<file path="config.mk">
export PLATFORM = sky130hd
export DESIGN_NAME = modular_exponentiator
export DESIGN_NICKNAME = d
export VERILOG_FILES = /design/src/rtl/modexp_pkg.sv /design/src/rtl/multiplicator.sv /design/src/rtl/modular_exponentiator.sv
export SDC_FILE = /design/constraint.sdc
export NUM_CORES = 1
export LEC_CHECK = 0
export CAP_MARGIN = 20
export CORE_UTILIZATION = 50
export DETAILED_ROUTE_END_ITERATION = 12
export PLACE_DENSITY = 0.76
export SLEW_MARGIN = 30
export SYNTH_ARGS = -nofsm -noshare
export SYNTH_HDL_FRONTEND = slang
export SYNTH_HIERARCHICAL = 1
export SYNTH_SLANG_ARGS = --single-unit
</file>
<file path="constraint.sdc">
create_clock -name clk -period 54 [get_ports clk]
set_input_delay 10.8 -clock clk [delete_from_list [all_inputs] [get_ports clk]]
set_output_delay 10.8 -clock clk [all_outputs]
set_load 0.01 [all_outputs]
</file>
<file path="src/rtl/modexp_pkg.sv">
// Shared types and helpers for the modular exponentiation engine.
package modexp_pkg;

    typedef enum logic [2:0] {
        IDLE,
        INIT,
        MUL,
        SQR,
        DONE
    } modexp_state_t;

    // Iteration counter width. It is never narrower than one bit, so a
    // one-bit exponent still gets a legal counter.
    function automatic int cnt_width(input int n);
        return (n > 1) ? $clog2(n) : 1;
    endfunction

endpackage

</file>
<file path="src/rtl/multiplicator.sv">
// Combinational modular multiplier: o_prod = (i_a * i_b) mod i_mod.
// Both operands are expected to be below i_mod. A zero modulus yields 0.
module multiplicator #(
    parameter int DATA_WIDTH = 8
) (
    input  logic [DATA_WIDTH-1:0] i_a,
    input  logic [DATA_WIDTH-1:0] i_b,
    input  logic [DATA_WIDTH-1:0] i_mod,
    output logic [DATA_WIDTH-1:0] o_prod
);

    logic [2*DATA_WIDTH-1:0] w_full;
    logic [2*DATA_WIDTH-1:0] w_mod_ext;

    // Full-width product, then reduction. The zero-modulus guard keeps the
    // divider from seeing a zero divisor.
    always_comb begin
        w_full    = {{DATA_WIDTH{1'b0}}, i_a} * {{DATA_WIDTH{1'b0}}, i_b};
        w_mod_ext = {{DATA_WIDTH{1'b0}}, i_mod};
        o_prod    = '0;
        if (i_mod != '0) begin
            o_prod = DATA_WIDTH'(w_full % w_mod_ext);
        end
    end

endmodule

</file>
<file path="src/rtl/modular_exponentiator.sv">
// Constant-time right-to-left square-and-multiply engine computing
// result = base^exponent mod modulus with one time-shared modular multiplier.
// Every exponent bit costs one MUL and one SQR cycle whatever its value.
module modular_exponentiator
    import modexp_pkg::*;
#(
    parameter int DATA_WIDTH = 8,
    parameter int EXP_WIDTH  = DATA_WIDTH
) (
    input  logic                  clk,
    input  logic                  rst_n,
    input  logic                  start,
    input  logic [DATA_WIDTH-1:0] base,
    input  logic [EXP_WIDTH-1:0]  exponent,
    input  logic [DATA_WIDTH-1:0] modulus,
    output logic                  busy,
    output logic                  done,
    output logic                  err,
    output logic [DATA_WIDTH-1:0] result
);

    localparam int CNT_W = cnt_width(EXP_WIDTH);
    localparam logic [CNT_W-1:0] LAST_CNT = CNT_W'(EXP_WIDTH - 1);

    modexp_state_t         r_state;
    logic [DATA_WIDTH-1:0] r_base;
    logic [DATA_WIDTH-1:0] r_b;
    logic [DATA_WIDTH-1:0] r_acc;
    logic [EXP_WIDTH-1:0]  r_exp;
    logic [DATA_WIDTH-1:0] r_mod;
    logic [CNT_W-1:0]      r_cnt;
    logic [DATA_WIDTH-1:0] r_result;
    logic                  r_err;
    logic                  r_done;
    logic                  r_busy;

    logic [DATA_WIDTH-1:0] w_op_a;
    logic [DATA_WIDTH-1:0] w_op_b;
    logic [DATA_WIDTH-1:0] w_prod;

    // Select multiplier operands by state: reduce base in INIT, accumulate
    // in MUL, square in SQR.
    always_comb begin
        w_op_a = r_base;
        w_op_b = DATA_WIDTH'(1);
        case (r_state)
            MUL: begin
                w_op_a = r_acc;
                w_op_b = r_b;
            end
            SQR: begin
                w_op_a = r_b;
                w_op_b = r_b;
            end
            default: begin
                w_op_a = r_base;
                w_op_b = DATA_WIDTH'(1);
            end
        endcase
    end

    multiplicator #(
        .DATA_WIDTH(DATA_WIDTH)
    ) u_mult (
        .i_a    (w_op_a),
        .i_b    (w_op_b),
        .i_mod  (r_mod),
        .o_prod (w_prod)
    );

    // Control FSM and datapath registers. Outputs are registered and loaded
    // on the edge that enters DONE, so result/err are valid alongside done.
    always_ff @(posedge clk or negedge rst_n) begin
        if (!rst_n) begin
            r_state  <= IDLE;
            r_base   <= '0;
            r_b      <= '0;
            r_acc    <= '0;
            r_exp    <= '0;
            r_mod    <= '0;
            r_cnt    <= '0;
            r_result <= '0;
            r_err    <= 1'b0;
            r_done   <= 1'b0;
            r_busy   <= 1'b0;
        end else begin
            case (r_state)
                IDLE: begin
                    if (start) begin
                        r_base  <= base;
                        r_exp   <= exponent;
                        r_mod   <= modulus;
                        r_cnt   <= '0;
                        r_busy  <= 1'b1;
                        r_state <= INIT;
                    end
                end
                INIT: begin
                    if (r_mod == '0) begin
                        // Undefined modulus: report without touching the multiplier result.
                        r_result <= '0;
                        r_err    <= 1'b1;
                        r_done   <= 1'b1;
                        r_state  <= DONE;
                    end else begin
                        r_b     <= w_prod;
                        r_acc   <= (r_mod == DATA_WIDTH'(1)) ? '0 : DATA_WIDTH'(1);
                        r_state <= MUL;
                    end
                end
                MUL: begin
                    // Product is always computed; only the write is conditional.
                    if (r_exp[0]) begin
                        r_acc <= w_prod;
                    end
                    r_state <= SQR;
                end
                SQR: begin
                    r_b   <= w_prod;
                    r_exp <= r_exp >> 1;
                    r_cnt <= r_cnt + CNT_W'(1);
                    if (r_cnt == LAST_CNT) begin
                        r_result <= r_acc;
                        r_err    <= 1'b0;
                        r_done   <= 1'b1;
                        r_state  <= DONE;
                    end else begin
                        r_state <= MUL;
                    end
                end
                DONE: begin
                    r_done  <= 1'b0;
                    r_err   <= 1'b0;
                    r_busy  <= 1'b0;
                    r_state <= IDLE;
                end
                default: begin
                    r_done  <= 1'b0;
                    r_err   <= 1'b0;
                    r_busy  <= 1'b0;
                    r_state <= IDLE;
                end
            endcase
        end
    end

    assign busy   = r_busy;
    assign done   = r_done;
    assign err    = r_err;
    assign result = r_result;

endmodule

</file>
### Word-level counts from Yosys, hierarchy flattened

Cells that the tools add are included.

| operators by class | value |
|---|---|
| div/mod/pow operators | 1 |
| add/sub/neg operators | 1 |
| mux-type cells | 27 |
| bitwise logic cells | 2 |
| equal/unequal tests | 10 |
| reduce and logical (&&, ||, !) cells | 16 |
| $mul | 1 |

Operators with widths:

| operator | count |
|---|---|
| 8-bit case mux with 2 select lines | 5 |
| 8-bit 2-to-1 mux | 8 |
| 16-bit by 8-bit remainder unit with 16-bit output | 1 |
| 8-bit by 8-bit multiplier with 16-bit output | 1 |
| 3-bit 2-to-1 mux | 4 |
| 3-bit case mux with 4 select lines | 1 |
| 2-bit inequality test (second input constant) | 5 |
| 3-bit AND reduction | 3 |
| 8-bit by 1-bit equality test with 1-bit output (second input constant) | 1 |
| 8-bit logical NOT | 1 |
| 2-bit AND reduction | 4 |
| 8-bit nonzero test | 1 |
| 3-bit by 2-bit equality test with 1-bit output (second input constant) | 2 |
| 1-bit case mux with 3 select lines | 2 |
| 3-bit case mux with 2 select lines | 1 |
| 2-bit nonzero test | 3 |
| 1-bit 2-to-1 mux | 5 |
| 2-bit OR reduction | 2 |
| 3-bit by 1-bit adder with 3-bit output (second input constant) | 1 |
| 3-bit by 1-bit equality test with 1-bit output (second input constant) | 1 |
| 3-bit equality test (second input constant) | 1 |
| 3-bit logical NOT | 1 |
| 3-bit OR reduction | 1 |
| 1-bit NOT | 2 |
| 1-bit case mux with 2 select lines | 1 |

| word-level totals | value |
|---|---|
| output and inout port bits | 11 |
| logic and storage cells | 69 |
| input port bits | 27 |
| register bits after elaboration | 57 |

### Longest topological paths before layout

| logic depth | value |
|---|---|
| depth in word-level cells | 8 |
| gate-level depth with buffers | 186 |
| depth with buffers taken out | 177 |

### By module

Netlist, hierarchy kept.

Modules (own cells, without submodules):

| module | sequential area each (um2) | area an instance (um2) | cells an instance | times used |
|---|---|---|---|---|
| multiplicator | 0.0 | 8368.0 | 1114 | 1 |
| modular_exponentiator | 1426.4 | 2703.8 | 229 | 1 |

### Worst setup path after synthesis

OpenSTA, ideal clock, no wires.

| timing | value |
|---|---|
| kind | register -> register |
| from | register r_state[0] |
| to | register r_acc[0] |
| stages on the path, launching flop included | 176 |
| slack | 18.221 ns |
| data required time | 53.875 ns |
| arrival time | 35.654 ns |
| clock period less this slack | 35.779 ns |
| path through | dfrtp_1 > buf_2 > buf_1 > mux2i_1 > a21oi_1 > and2_1 > fa_1 > fa_1 > fa_1 > inv_1 > fa_1 > inv_1 > ha_1 > a21oi_1 > nand2_1 > o21ai_1 > o21a_1 > a21oi_1 > (+140 left out) > a21boi_0 > ha_1 > nor2b_1 > o21ai_0 > nand2b_1 > a21o_1 > a21oi_1 > o21ai_0 > a21o_1 > a221o_1 > nor3_1 > nor4b_1 > o2111ai_1 > nor4_4 > mux2i_1 > nor3b_1 > a31oi_1 > mux2_2 |

RTL lines:

| item | RTL line | source |
|---|---|---|
| from (decl) | modular_exponentiator.sv:25 | `modexp_state_t r_state;` |
| from (signal assigned) | modular_exponentiator.sv:75 | `r_state <= IDLE;` |
| from (signal assigned) | modular_exponentiator.sv:95 | `r_state <= INIT;` |
| from (signal assigned) | modular_exponentiator.sv:104 | `r_state <= DONE;` |
| 3-bit by 2-bit equality test with 1-bit output | modular_exponentiator.sv:46 | `case (r_state)` |
| 8-bit case mux with 2 select lines (*) | modular_exponentiator.sv:46 |  |
| named net w_op_a[2] | modular_exponentiator.sv:37 | `logic [DATA_WIDTH-1:0] w_op_a;` |
| 8-bit by 8-bit multiplier with 16-bit output (*) | multiplicator.sv:18 | `w_full = {{DATA_WIDTH{1'b0}}, i_a} * {{DATA_WIDTH{1'b0}}, i_b};` |
| 16-bit by 8-bit remainder unit with 16-bit output (*) | multiplicator.sv:22 | `o_prod = DATA_WIDTH'(w_full % w_mod_ext);` |
| 8-bit 2-to-1 mux (*) | multiplicator.sv:21 | `if (i_mod != '0) begin` |
| named net w_prod[0] | modular_exponentiator.sv:39 | `logic [DATA_WIDTH-1:0] w_prod;` |
| 8-bit 2-to-1 mux (*) | modular_exponentiator.sv:113 | `if (r_exp[0]) begin` |
| 8-bit case mux with 2 select lines (*) | modular_exponentiator.sv:87 | `case (r_state)` |
| to (signal assigned) | modular_exponentiator.sv:107 | `r_acc <= (r_mod == DATA_WIDTH'(1)) ? '0 : DATA_WIDTH'(1);` |
| to (signal assigned) | modular_exponentiator.sv:114 | `r_acc <= w_prod;` |
| to (decl) | modular_exponentiator.sv:28 | `logic [DATA_WIDTH-1:0] r_acc;` |

Mark *: on every way through the listed nets, which the timed path passes. The rest lies on a longest branch. The select of a mux whose other input is x is not followed.
A chain may end at the register's enable or synchronous reset.

### Final worst setup path

| timing | value |
|---|---|
| from | register r_state[1] |
| to | register r_acc[0] |

The elaborated chain is that of the path after synthesis.

==> flow_summary.ini <==
[synthesis]
ys_ff_latch = 57
synth_warnings = 6
synth_edf_count = 0
synth_fp_nets = 1547
syn_inst = 1343
avgSynthCellArea_um2 = 8.24
synth_flop_cell = dfrtp_1
synth.area.top_cells = ha_1 16%, dfrtp_1 13%, fa_1 6.7%
synthArstFlopShare = 1.00
synth.distinct_cells = 102
synth_area_mm2 = 0.0111
yosysSeqAreaShare = 0.129
yosysTopAreaCell = ha_1
synth_top_area_frac = 0.158

[cts]
cts_tree = yes
clock_path_buffers = 2
post_cts_resized = 0
h-tree-depth = 3
clock-sinks = 57
cts_buffers = 9
clk_latency_ns = 0.32
cts_setup_buffers = 0
cts_root_buffer = clkbuf_16
clk_pin_slew_ns = 0.05
cts-hold-fix-buffers = 0

[floorplanning]
ios = 38
num_rows = 54
die_area_mm2 = 0.0227
initial_utilization = 0.509
core_mm2 = 0.0218
fp.dieH_um = 151
die_w_um = 151

[sta]
finalMaxSlewViolations = 0
fmax_ghz = 0.0240
setup_viol = 0
finClkSkew_ns = 0.00391
max_slew_margin = 0.396
min_period_ns = 41.66
tightest_slew_ns = 0.881
hold_violations = 0
rsz0062_at_grt = false
tns_ns = 0
period_share = 0.771

[critical_path]
worstSetupPathType = reg -> reg
r2r_start = r_state[1]$_DFFE_PN0P_
cp_max_fo = 35
cpMaxStageDelayCell = mux2i_1
crit_top_cell = o21a_1
startpoint_type = register
end_kind = register
max_stage_delay_ns = 0.70
worstPathArrival_ns = 41.87
regToRegSetupSlack_ns = 12.34
worstRegToRegCells = 170
cp.required_ns = 54.21
r2r_end = r_acc[0]$_DFFE_PN0P_

[layout]
multi_input_area_mm2 = 0.00913
syn_to_final_growth_pct = 8.00
antenna_cells = 0
fin_area_mm2 = 0.0120
finalNetCount = 1567
drive_gt1_frac = 0.0892
fillers = 1974
final_util = 0.550
register_area_mm2 = 0.00143

[route]
wirelength_um = 27000
route.detailed.drc = 0
wl_per_cell_um = 16.4
vias = 10100
drt-initial-drc-count = 651
ant_nets = 0
viasPerCell = 6.14
dr.pass1.iters = 5

[status]
status = completed

[global_route]
grt_max_degree = 58
grt_overflow_total = 0
grt_pass1_vias = 9772
grt_first_pass_wirelength_um = 46800
antenna_found_initial = 0
grt_usage = 0.250

[placed_design]
postPlaceCellArea_mm2 = 0.0117
gp_congestion = 0.909
post-dp-hpwl_um = 21800
port_buffers = 37

[worst_hold_path]
min_to = busy$_DFFE_PN0P_
worstHoldStart = busy$_DFFE_PN0P_
hold_path.class = reg -> reg
hold_depth = 2

[flow_run]
drv_cap = 0
area by class of cell:
type	count	area share
well taps	280	0.0293
clock buffers	11	0.0203
repair buffers	44	0.0349
flip-flops and latches	57	0.119
inverters	90	0.0283
multi-input cells	1161	0.763
clock inverters	5	0.00460
through the flow:
stage	hold slack [ns]	setup slack, ns	cells
floorplan	0.468	18.22	1343
global placement	0.491	13.89	1632
detailed placement	0.495	12.83	1632
CTS	0.508	12.73	1648
global route	0.519	8.44	1648
finish	0.504	12.34	1648
how the worst max path moves through the flow:
stage	cells past startpoint	to	start
2_1_floorplan	175	r_acc[0]$_DFFE_PN0P_	r_state[0]$_DFFE_PN0P_
3_3_place_gp	168	r_acc[0]$_DFFE_PN0P_	r_state[1]$_DFFE_PN0P_
3_5_place_dp	171	r_acc[0]$_DFFE_PN0P_	r_state[1]$_DFFE_PN0P_
4_1_cts	170	r_acc[0]$_DFFE_PN0P_	r_state[1]$_DFFE_PN0P_
5_1_grt	169	r_acc[0]$_DFFE_PN0P_	r_state[1]$_DFFE_PN0P_
6_report	170	r_acc[0]$_DFFE_PN0P_	r_state[1]$_DFFE_PN0P_
layout by cell type (no fill, tap or decap), types with 10 or more instances in the layout:
cell,instances
a21o_1,30
a21oi_1,83
a31oi_1,14
and2_1,67
clkdlybuf4s50_1,36
dfrtp_1,57
fa_1,37
ha_1,140
inv_1,90
mux2_2,45
mux2_4,10
mux2i_1,34
nand2_1,89
nand2b_1,21
nand3_1,30
nor2_1,110
nor2b_1,12
nor3_1,56
o211ai_1,19
o21a_1,49
o21ai_0,51
o31ai_1,21
xnor2_1,30
xor2_1,20
cells in the mapped netlist (4+ instances only):
cell and instances:
ha_1 140, nand3_1 30, or2_2 9, nand4b_1 9
a211o_1 4, nor2_1 110, o31ai_1 21, mux2_4 10
xor2_1 20, and2_1 67, or3b_1 5, buf_2 7
a211oi_1 7, o211ai_1 19, o311ai_0 4, mux2_2 45
o221ai_1 5, a31oi_1 14, o21a_1 49, o21ai_2 4
nor2b_1 13, nor4_1 5, nor3b_1 4, o31a_1 8
clkbuf_1 17, o211a_1 5, o21ai_0 51, nand2_1 89
buf_1 6, inv_1 90, a21o_1 30, dfrtp_1 57
xnor2_1 30, or3_1 8, a21boi_0 8, a21oi_1 83
nand2b_1 21, fa_1 37, nor3_1 56, o2111ai_1 4
mux2i_1 34, o21ai_1 7, nand4_1 8
routing by layer:
metal  track usage  share of wire  vias up
met1         0.337           0.47     4840
met5             0              0        -
met3        0.0202          0.041       30
met2         0.434           0.48      258
li1              -              -     4996
met4        0.0550          0.014        0
critical path: cells and delay by family (launching register included):
family | cells | cell delay, ns
XOR/XNOR | 1 | 0.22
AO/OA/AOI/OAI | 92 | 20.72
flip-flops | 1 | 0.50
AND/OR/NAND/NOR | 39 | 9.02
adder cells (fa/ha/maj) | 21 | 7.46
buffers and inverters | 11 | 1.38
multiplexers | 6 | 2.19
flip-flops by register name, summed over array words and instances, names as in the netlist:
signal	cells
result	8
r_exp	8
r_b	8
r_acc	8
err	1
r_cnt	3
r_state	3
busy	1
r_mod	8
r_base	8
done	1
cells by family (layout without fill, tap and decap cells):
| group | Yosys count | in the layout | share of synthesized area |
|---|---|---|---|
| and+or+nand+nor | 468 | 468 | 0.226 |
| AOI/OAI and AO/OA | 376 | 376 | 0.242 |
| adders and majority gates | 177 | 177 | 0.225 |
| buffers and inverters | 125 | 150 | 0.0470 |
| muxes | 90 | 90 | 0.0913 |
| DFF | 57 | 57 | 0.129 |
| xor gates and xnor gates | 50 | 50 | 0.0396 |
Power is left out: the tool's default activity adds up to more than one toggle a clock period on the data nets, which glitch-free logic cannot reach.
